--- config.mk ---
export PLATFORM = sky130hd
export DESIGN_NAME = conv_window_gen
export DESIGN_NICKNAME = d
export VERILOG_FILES = /design/src/rtl/conv_window_gen.sv
export SDC_FILE = /design/constraint.sdc
export NUM_CORES = 1
export LEC_CHECK = 0
export ABC_AREA = 0
export CAP_MARGIN = 40
export CELL_PAD_IN_SITES_DETAIL_PLACEMENT = 0
export CELL_PAD_IN_SITES_GLOBAL_PLACEMENT = 1
export CORE_UTILIZATION = 50
export DETAILED_ROUTE_END_ITERATION = 8
export PLACE_DENSITY_LB_ADDON = 0.12
export SETUP_SLACK_MARGIN = 0.02
export SLEW_MARGIN = 20
export SYNTH_ARGS = -nofsm -noshare
export SYNTH_HDL_FRONTEND = slang
export SYNTH_SLANG_ARGS = --single-unit
--- constraint.sdc ---
create_clock -name clk -period 4.64 [get_ports clk]
set_input_delay 0.696 -clock clk [delete_from_list [all_inputs] [get_ports clk]]
set_output_delay 0.696 -clock clk [all_outputs]
set_load 0.02 [all_outputs]
--- src/rtl/conv_window_gen.sv ---
// Streaming 3x3 window generator: two line buffers plus a shift window, producer for conv_unit.
// Optional feature: define CONV_ZERO_PAD_EN for zero-padded windows on every pixel (adds FLUSH).
module conv_window_gen #(
    parameter int WIDTH = 9,
    parameter int IMG_W = 8,
    parameter int IMG_H = 8
) (
    input  logic             clk,
    input  logic             rst_n,
    input  logic             in_valid,
    input  logic [WIDTH-1:0] in_data,
    output logic             in_ready,
    output logic             out_valid,
    input  logic             out_ready,
    output logic [WIDTH-1:0] a00,
    output logic [WIDTH-1:0] a01,
    output logic [WIDTH-1:0] a02,
    output logic [WIDTH-1:0] a10,
    output logic [WIDTH-1:0] a11,
    output logic [WIDTH-1:0] a12,
    output logic [WIDTH-1:0] a20,
    output logic [WIDTH-1:0] a21,
    output logic [WIDTH-1:0] a22,
    output logic             frame_done
);
    localparam int AW = $clog2(IMG_W);
    localparam int RW = $clog2(IMG_H);
    localparam logic [AW-1:0] COL_LAST = AW'(IMG_W - 1);
    localparam logic [RW-1:0] ROW_LAST = RW'(IMG_H - 1);

    typedef enum logic [1:0] {FILL = 2'd0, RUN = 2'd1, FLUSH = 2'd2} state_t;

    state_t           state_q, state_d;
    logic [AW-1:0]    col_q, col_d;
    logic [RW-1:0]    row_q, row_d;
    logic             out_valid_q, out_valid_d;
    logic             last_q, last_d;
    logic             frame_done_q, frame_done_d;
    logic [WIDTH-1:0] win_q [3][3];
    logic [WIDTH-1:0] win_d [3][3];
    logic [WIDTH-1:0] a_q [3][3];
    logic [WIDTH-1:0] a_d [3][3];

    logic [WIDTH-1:0] line1_mem [IMG_W];
    logic [WIDTH-1:0] line2_mem [IMG_W];

    logic             can_load, in_ready_int, in_fire, out_fire;
    logic             step, emit, is_last;
    logic [AW-1:0]    rd_addr;
    logic [WIDTH-1:0] new_pix;

`ifdef CONV_ZERO_PAD_EN
    localparam int FW = $clog2(IMG_W + 2);
    logic [FW-1:0] fcnt_q, fcnt_d;
    logic [AW-1:0] cc_q, cc_d;
    logic [RW-1:0] cr_q, cr_d;
    logic          flush_step, last_pix;
`endif

    always_comb begin
        can_load     = !out_valid_q || out_ready;
        in_ready_int = (state_q != FLUSH) && can_load;
        in_fire      = in_valid && in_ready_int;
        out_fire     = out_valid_q && out_ready;
`ifdef CONV_ZERO_PAD_EN
        // FLUSH replays IMG_W+1 virtual pixels past the frame end; their taps are all masked.
        flush_step = (state_q == FLUSH) && can_load && (fcnt_q <= FW'(IMG_W));
        last_pix   = in_fire && (row_q == ROW_LAST) && (col_q == COL_LAST);
        step       = in_fire || flush_step;
        if (state_q == FLUSH) begin
            rd_addr = (fcnt_q >= FW'(IMG_W)) ? '0 : fcnt_q[AW-1:0];
            new_pix = '0;
        end else begin
            rd_addr = col_q;
            new_pix = in_data;
        end
        emit    = flush_step ||
                  (in_fire && ((row_q >= RW'(2)) || ((row_q == RW'(1)) && (col_q != '0))));
        is_last = (cr_q == ROW_LAST) && (cc_q == COL_LAST);
`else
        step    = in_fire;
        rd_addr = col_q;
        new_pix = in_data;
        emit    = in_fire && (row_q >= RW'(2)) && (col_q >= AW'(2));
        is_last = (row_q == ROW_LAST) && (col_q == COL_LAST);
`endif
    end

    always_comb begin
        for (int r = 0; r < 3; r++) begin
            for (int c = 0; c < 3; c++) begin
                win_d[r][c] = win_q[r][c];
            end
        end
        if (step) begin
            for (int r = 0; r < 3; r++) begin
                win_d[r][0] = win_q[r][1];
                win_d[r][1] = win_q[r][2];
            end
            win_d[0][2] = line2_mem[rd_addr];
            win_d[1][2] = line1_mem[rd_addr];
            win_d[2][2] = new_pix;
        end
    end

    // The raw shift window keeps unmasked taps; masking only touches the output copy.
    always_comb begin
        for (int r = 0; r < 3; r++) begin
            for (int c = 0; c < 3; c++) begin
                a_d[r][c] = a_q[r][c];
                if (emit) begin
`ifdef CONV_ZERO_PAD_EN
                    if (((r == 0) && (cr_q == '0)) || ((r == 2) && (cr_q == ROW_LAST)) ||
                        ((c == 0) && (cc_q == '0)) || ((c == 2) && (cc_q == COL_LAST))) begin
                        a_d[r][c] = '0;
                    end else begin
                        a_d[r][c] = win_d[r][c];
                    end
`else
                    a_d[r][c] = win_d[r][c];
`endif
                end
            end
        end
    end

    always_comb begin
        out_valid_d  = emit || (out_valid_q && !out_ready);
        last_d       = emit ? is_last : last_q;
        frame_done_d = out_fire && last_q;
        col_d        = col_q;
        row_d        = row_q;
        if (in_fire) begin
            if (col_q == COL_LAST) begin
                col_d = '0;
                row_d = (row_q == ROW_LAST) ? '0 : row_q + RW'(1);
            end else begin
                col_d = col_q + AW'(1);
            end
        end
        state_d = state_q;
        case (state_q)
            FILL, RUN: begin
`ifdef CONV_ZERO_PAD_EN
                if (last_pix) begin
                    state_d = FLUSH;
                end else if (emit) begin
                    state_d = RUN;
                end
`else
                if (emit) begin
                    state_d = is_last ? FILL : RUN;
                end
`endif
            end
`ifdef CONV_ZERO_PAD_EN
            FLUSH: begin
                if (out_fire && last_q) begin
                    state_d = FILL;
                end
            end
`endif
            default: state_d = FILL;
        endcase
`ifdef CONV_ZERO_PAD_EN
        cc_d = cc_q;
        cr_d = cr_q;
        if (emit) begin
            if (cc_q == COL_LAST) begin
                cc_d = '0;
                cr_d = (cr_q == ROW_LAST) ? '0 : cr_q + RW'(1);
            end else begin
                cc_d = cc_q + AW'(1);
            end
        end
        fcnt_d = fcnt_q;
        if (flush_step) begin
            fcnt_d = fcnt_q + FW'(1);
        end
        if ((state_q == FLUSH) && out_fire && last_q) begin
            fcnt_d = '0;
        end
`endif
    end

    always_ff @(posedge clk or negedge rst_n) begin
        if (!rst_n) begin
            state_q      <= FILL;
            col_q        <= '0;
            row_q        <= '0;
            out_valid_q  <= 1'b0;
            last_q       <= 1'b0;
            frame_done_q <= 1'b0;
            for (int r = 0; r < 3; r++) begin
                for (int c = 0; c < 3; c++) begin
                    win_q[r][c] <= '0;
                    a_q[r][c]   <= '0;
                end
            end
`ifdef CONV_ZERO_PAD_EN
            fcnt_q <= '0;
            cc_q   <= '0;
            cr_q   <= '0;
`endif
        end else begin
            state_q      <= state_d;
            col_q        <= col_d;
            row_q        <= row_d;
            out_valid_q  <= out_valid_d;
            last_q       <= last_d;
            frame_done_q <= frame_done_d;
            for (int r = 0; r < 3; r++) begin
                for (int c = 0; c < 3; c++) begin
                    win_q[r][c] <= win_d[r][c];
                    a_q[r][c]   <= a_d[r][c];
                end
            end
`ifdef CONV_ZERO_PAD_EN
            fcnt_q <= fcnt_d;
            cc_q   <= cc_d;
            cr_q   <= cr_d;
`endif
        end
    end

    // Line buffers are never cleared; rows they hold from an earlier frame are never emitted.
    always_ff @(posedge clk) begin
        if (in_fire) begin
            line2_mem[col_q] <= line1_mem[col_q];
            line1_mem[col_q] <= in_data;
        end
    end

    assign in_ready   = in_ready_int;
    assign out_valid  = out_valid_q;
    assign frame_done = frame_done_q;
    assign a00 = a_q[0][0];
    assign a01 = a_q[0][1];
    assign a02 = a_q[0][2];
    assign a10 = a_q[1][0];
    assign a11 = a_q[1][1];
    assign a12 = a_q[1][2];
    assign a20 = a_q[2][0];
    assign a21 = a_q[2][1];
    assign a22 = a_q[2][2];
endmodule

## After elaboration in Yosys (flattened, before gate mapping)

Memory sizes are Yosys's and may differ from the RTL's.
Cells that the tools add are included.

- Register bits: 173
- Memory bits (writable): 144
- Output and inout bits: 84
- Memories kept: 2

Memories:

| memory | depth | bits a word | rd ports | clocked after Yosys merged registers in | wr ports | line | text |
|---|---|---|---|---|---|---|---|
| line1_mem | 8 | 9 | 1 | 0 | 1 | 44 | `logic [WIDTH-1:0] line1_mem [IMG_W];` |
| line2_mem | 8 | 9 | 1 | 0 | 1 | 45 | `logic [WIDTH-1:0] line2_mem [IMG_W];` |

- Add/sub/neg operators: 2
- $lt $le $gt $ge: 2
- Eq/ne operators: 5
- Mux-type cells: 8
- Reductions and logical operators: 15

Operators by type and width:

| operator | count |
|---|---|
| $mux W81 | 1 |
| $logic_and A1 B1 Y1 | 8 |
| $add A3 B1 Y3 const B | 2 |
| $eq A3 B3 Y1 const B | 2 |
| $ge A3 B2 Y1 const B | 2 |
| $mux W3 | 2 |
| $mux W2 | 2 |
| $ne A2 B2 Y1 const B | 2 |
| $mux W1 | 3 |
| $eq A2 B1 Y1 const B | 1 |
| $logic_not A1 Y1 | 2 |
| $logic_not A2 Y1 | 1 |
| $logic_or A1 B1 Y1 | 2 |
| $reduce_and A2 Y1 | 1 |
| $reduce_or A2 Y1 | 1 |

## Longest topological paths before layout

- Depth after elaboration: 8
- Gate-level depth with buffers: 10

## Worst setup path before layout

No wires, ideal clock.

- Path kind: input-to-reg
- Start: input port out_ready
- End: memory line1_mem[0][0], enable pin
- Setup time: 0.439 ns
- Arrival time: 3.242 ns
- Data required time: 4.201 ns
- Slack: 0.958 ns
- Cell stages on the path: 6
- Buffers on the path: 3
- Cells stage by stage: nand2b_4 -> buf_6 -> nand2_1 -> clkbuf_1 -> clkbuf_1 -> nor4_1

- Word-level cells in the longest chain between the ends: 5

Ends and longest elaborated chain:

| what | line | text |
|---|---|---|
| start, declared | 14 | `input logic out_ready,` |
| $logic_or A1 B1 Y1 | 61 | `can_load = !out_valid_q \|\| out_ready;` |
| $logic_and A1 B1 Y1 | 62 | `in_ready_int = (state_q != FLUSH) && can_load;` |
| named net in_ready | 12 | `output logic in_ready,` |
| $logic_and A1 B1 Y1 | 63 | `in_fire = in_valid && in_ready_int;` |
| $mux W1 | 228 | `if (in_fire) begin` |
| $mux W1 (implied by the code) | 230 | `line1_mem[col_q] <= in_data;` |
| end, declared | 44 |  |

The timed path passes the listed nets, and every way through them passes these cells.

## Final worst setup path

- Start: register col_q[0]
- End: register a_q (netlist bit a11[2])

- Word-level cells in the longest chain between the ends: 2

Ends and longest elaborated chain:

| what | line | text |
|---|---|---|
| start, declared | 34 | `logic [AW-1:0] col_q, col_d;` |
| start signal, assigned | 207 | `col_q <= col_d;` |
| $ge A3 B2 Y1 | 84 | `emit = in_fire && (row_q >= RW'(2)) && (col_q >= AW'(2));` |
| $logic_and A1 B1 Y1 | 84 |  |
| end signal, assigned by index | 215 | `a_q[r][c] <= a_d[r][c];` |
| end, declared | 41 | `logic [WIDTH-1:0] a_q [3][3];` |

No other way between the ends.
A chain may end at the register's enable or synchronous reset.

==> impl.org <==
** STA
- Fmax :: 0.365 GHz
- Across the routed clock network, the largest skew measured is 0.0140 ns.
- Setup violations remaining at the end of the flow were counted as 0.
- Worst slew margin relative to its limit :: 0.532
- Setup TNS :: 0 ns
- Time the worst path needs with I/O delays and setup :: 2.74 ns
- On the final layout, the worst hold slack is 0.118 ns.
- Count of endpoints failing hold in the final timing report :: 0
- Period utilisation layout :: 0.591
- Max Transition Viols Final :: 0
- Worst-margin pin slew :: 0.701 ns
- Setup repair after global routing left no endpoint under its margin.

** Layout
- Of the cells placed in the final design, the portion with a size suffix greater than 1 is 0.287.
- Post-synthesis to final-layout area growth :: 20.0%
- Counting the fill cells in the layout gives 1724.
- Largest registers ranked by flip-flop count :: win_q (81), line1_mem (72), line2_mem (72)
- The repair_antennas step left the layout with diodes totalling 0.
- Nets :: 837
- For this run, the number of standard cells in the final layout without fillers is 1163.
- The register with the most flip-flops in the layout has 81 of them.
- Post-route core utilization :: 0.619
- Counting flops per register, the top entry is win_q.

** Global route
- In the global route stage, met2 resource usage came out at 0.314.
- met2 is the most crowded layer.
- GRT overflow :: 0
- Via count of the first global-routing pass :: 6525
- GR met1 Demand/Resource :: 0.284
- Pin count of the biggest net entering global routing :: 72
- The first global-routing pass estimated 37300 µm of wire.
- In the global route stage, met3 resource usage came out at 0.0338.
- The initial antenna violation count was 0.
- Total routing resource utilization after global routing :: 0.198

** Die
- Die width :: 159 µm
- The die is 159 µm tall.
- In this run the core area contains 56 standard-cell rows.
- Initial cell density of the core :: 0.516
- Area of the die :: 0.0251 mm²
- Pin placement for this block handled 97 I/O pins.
- The region available for standard cell placement spans 0.0238 mm².

** Power and ir drop
- Leakage component of the power :: 5.86 nW
- Summing internal, switching and leakage power gives 0.0108 W.
- For this design the ratio of total power to cell area is 737 mW/mm².
- VDD sags by at most 287 µV.

** Detailed routing
- In the final routed layout, each cell accounts on average for 20.1 µm.
- The pre-antenna-repair detailed-routing pass consisted of 4 iterations.
- After detailed routing, the number of vias per cell comes to 5.37.
- In this run the remaining antenna-violating nets after routing total 0.
- DRC marker count from the first detailed-route iteration :: 270
- Total number of vias :: 6248
- Post-route DRC :: 0
- Post-detailed-routing wire length :: 23400 µm

** Logic synthesis
- Number of flip-flops and latches in the synthesized netlist :: 315
- Average cell area after synthesis :: 17.5 µm²
- Total nets after synthesis :: 719
- Summing every instance area after synthesis gives 0.0122 mm².
- Yosys printed 0 warnings.
- Synthesis handed over a netlist of 700 instances.
- The share of synthesized area in the top cell type comes to 0.353.
- Library cells used by synthesis :: 40
- Cell type contributing the most total cell area after synthesis :: edfxtp_1
- Synth area leaders :: edfxtp_1, dfrtp_1, mux2_2, mux2_4, mux4_2
- Of the synthesized area, sequential elements account for 0.702.

** Clock network
- # clock sinks :: 315
- Number of H-tree levels :: 2
- TritonCTS created 35 clock buffers.
- Once the clock tree was built, the resizer swapped 0 gates to a different size.
- Setup fix buffers added after clock tree synthesis :: 0
- Clk_lat worst skew :: 0.51 ns
- Post-CTS Hold Fix Bufs :: 0
- TritonCTS clock tree :: done
- Clock-pin slew was measured on the worst setup and hold paths at 0.06 ns.
- Buffer depth of the longest clock path :: 3
- In this run the clock root is driven by a clkbuf_16.

** Setup path
- Of all nets on the critical path, the largest fanout is 25.
- STA classifies the critical path endpoint as a register.
- The slowest stage of the critical path belongs to the cell nand4_1.
- On the critical path the largest part of the delay comes from buffers and inverters.
- Required time of the critical path :: 5.02 ns
- Longest individual stage delay on the worst path :: 0.56 ns
- The worst setup path is of the reg2reg kind.
- Nature of the critical path startpoint :: register
- Together, buffers and inverters on the worst path number 2.
- At the worst endpoint, the arrival time is 3.12 ns.
- Walking the worst path, the cells encountered are inv_1 > ha_1 > or3_1 > nand4_1 > buf_4 > mux2_2.

** Run status
- The run finished with clean final reports.

** Placement
- Port Buffer Count :: 96
- At the end of routability-driven placement, the weighted congestion stood at 0.755.
- In this run, placement finished with an instance count of 1100.
- Once detailed placement completed, the half-perimeter wirelength came to 15400 µm.

** Min path
- Type of the tightest min-delay check :: in2async

** Run
- # Max-Cap Violations :: 0
[synth_stat cells (all sizes together)]
| library cell | count |
|---|---|
| inv | 14 |
| nor2b | 2 |
| mux2i | 31 |
| a21o | 1 |
| nand2b | 4 |
| o22ai | 1 |
| and3 | 2 |
| buf | 33 |
| or3 | 3 |
| a311o | 1 |
| dfrtp | 171 |
| nand4 | 2 |
| a31oi | 6 |
| a211oi | 3 |
| mux4 | 18 |
| o31a | 1 |
| o21ai | 34 |
| nand2 | 30 |
| o211ai | 6 |
| clkbuf | 6 |
| nand3 | 8 |
| a21oi | 1 |
| a22o | 1 |
| edfxtp | 144 |
| nor3 | 6 |
| nor4 | 1 |
| ha | 6 |
| o21a | 5 |
| nor2 | 9 |
| mux2 | 139 |
| a211o | 5 |
| a21boi | 1 |
| o2bb2ai | 1 |
| and2 | 1 |
| a221oi | 3 |
[area by class of cell]
cell class | count | area [µm²] | share of cell area
inverter | 14 | 52.6 | 0.00358
clock inverter | 14 | 81.3 | 0.00553
multi-input combinational | 332 | 3360 | 0.229
sequential | 315 | 8610 | 0.585
timing repair buffer | 120 | 1210 | 0.0821
tap | 319 | 399 | 0.0272
clock buffer | 49 | 988 | 0.0672
[logic make-up after synthesis]
group / count (synthesis) / synth area share
fa+ha+maj: 6 / 0.00613
buf+inv: 53 / 0.0253
mux: 188 / 0.204
flops: 315 / 0.702
compound gates: 70 / 0.0364
simple gates: 68 / 0.0261
[final timing paths]
| kind | from | to | slack (ns) | cells past startpoint |
|---|---|---|---|---|
| worst max-delay path | col_q[0] | a11[2] | 1.90 | 6 |
| worst min-delay path | rst_n | win_q[64] | 0.12 | 1 |
| worst max register to register | col_q[0] | a11[2] | 1.90 | 6 |
| worst min register to register | win_q[56] | win_q[56] | 0.49 | 2 |
| max in group asynchronous | rst_n | col_q[2] | 3.72 | 2 |
| min in group clk | win_q[56] | win_q[56] | 0.49 | 2 |
[worst register-to-register path, stage by stage, from the launching register on]
cell and delay [ns]:
dfrtp_1 0.37, inv_1 0.51, ha_1 0.25, or3_1 0.10, nand4_1 0.56, buf_4 0.50
mux2_2 0.33
[layer usage]
layer	wire [µm]	part of all wire
met4	453	0.019
met3	1070	0.046
met2	11000	0.47
met1	10900	0.47
met5	0	0
[placed cells by master, fill, tap and decap left out, types with 4 or more instances in the layout]
master           netlist  routed
dfrtp_1              171     169
edfxtp_1             144     144
clkdlybuf4s50_1        0      95
mux2_2                82      82
mux2_4                57      57
clkbuf_16              0      35
o21ai_0               34      34
mux2i_1               31      31
nand2_1               30      29
buf_4                  9      20
mux4_2                18      18
inv_1                 14      14
nor2_1                 9       9
nand3_1                8       8
clkbuf_1               6       8
o211ai_1               6       6
a31oi_1                6       6
ha_1                   6       6
clkbuf_8               0       6
a211o_1                5       5
o21a_1                 5       5
clkinv_1               0       5
clkinv_2               0       5
nor3_2                 0       4
[through the flow]
step           area [µm²]  worst slack [ns]
3_3_place_gp        13600              1.53
4_1_cts             14700              1.78
6_report            14700              1.90
5_1_grt             14700              1.67
2_1_floorplan       12200             0.958
3_5_place_dp        13600              1.72
[power by group]
part / switching [W] / internal, W / leakage, nW
registers: 0.000509 / 0.00400 / 3.33
logic: 0.00190 / 0.00188 / 1.99
clock network: 0.00104 / 0.00149 / 0.531
total: 0.00345 / 0.00738 / 5.86
(Power assumes the default switching activity.)
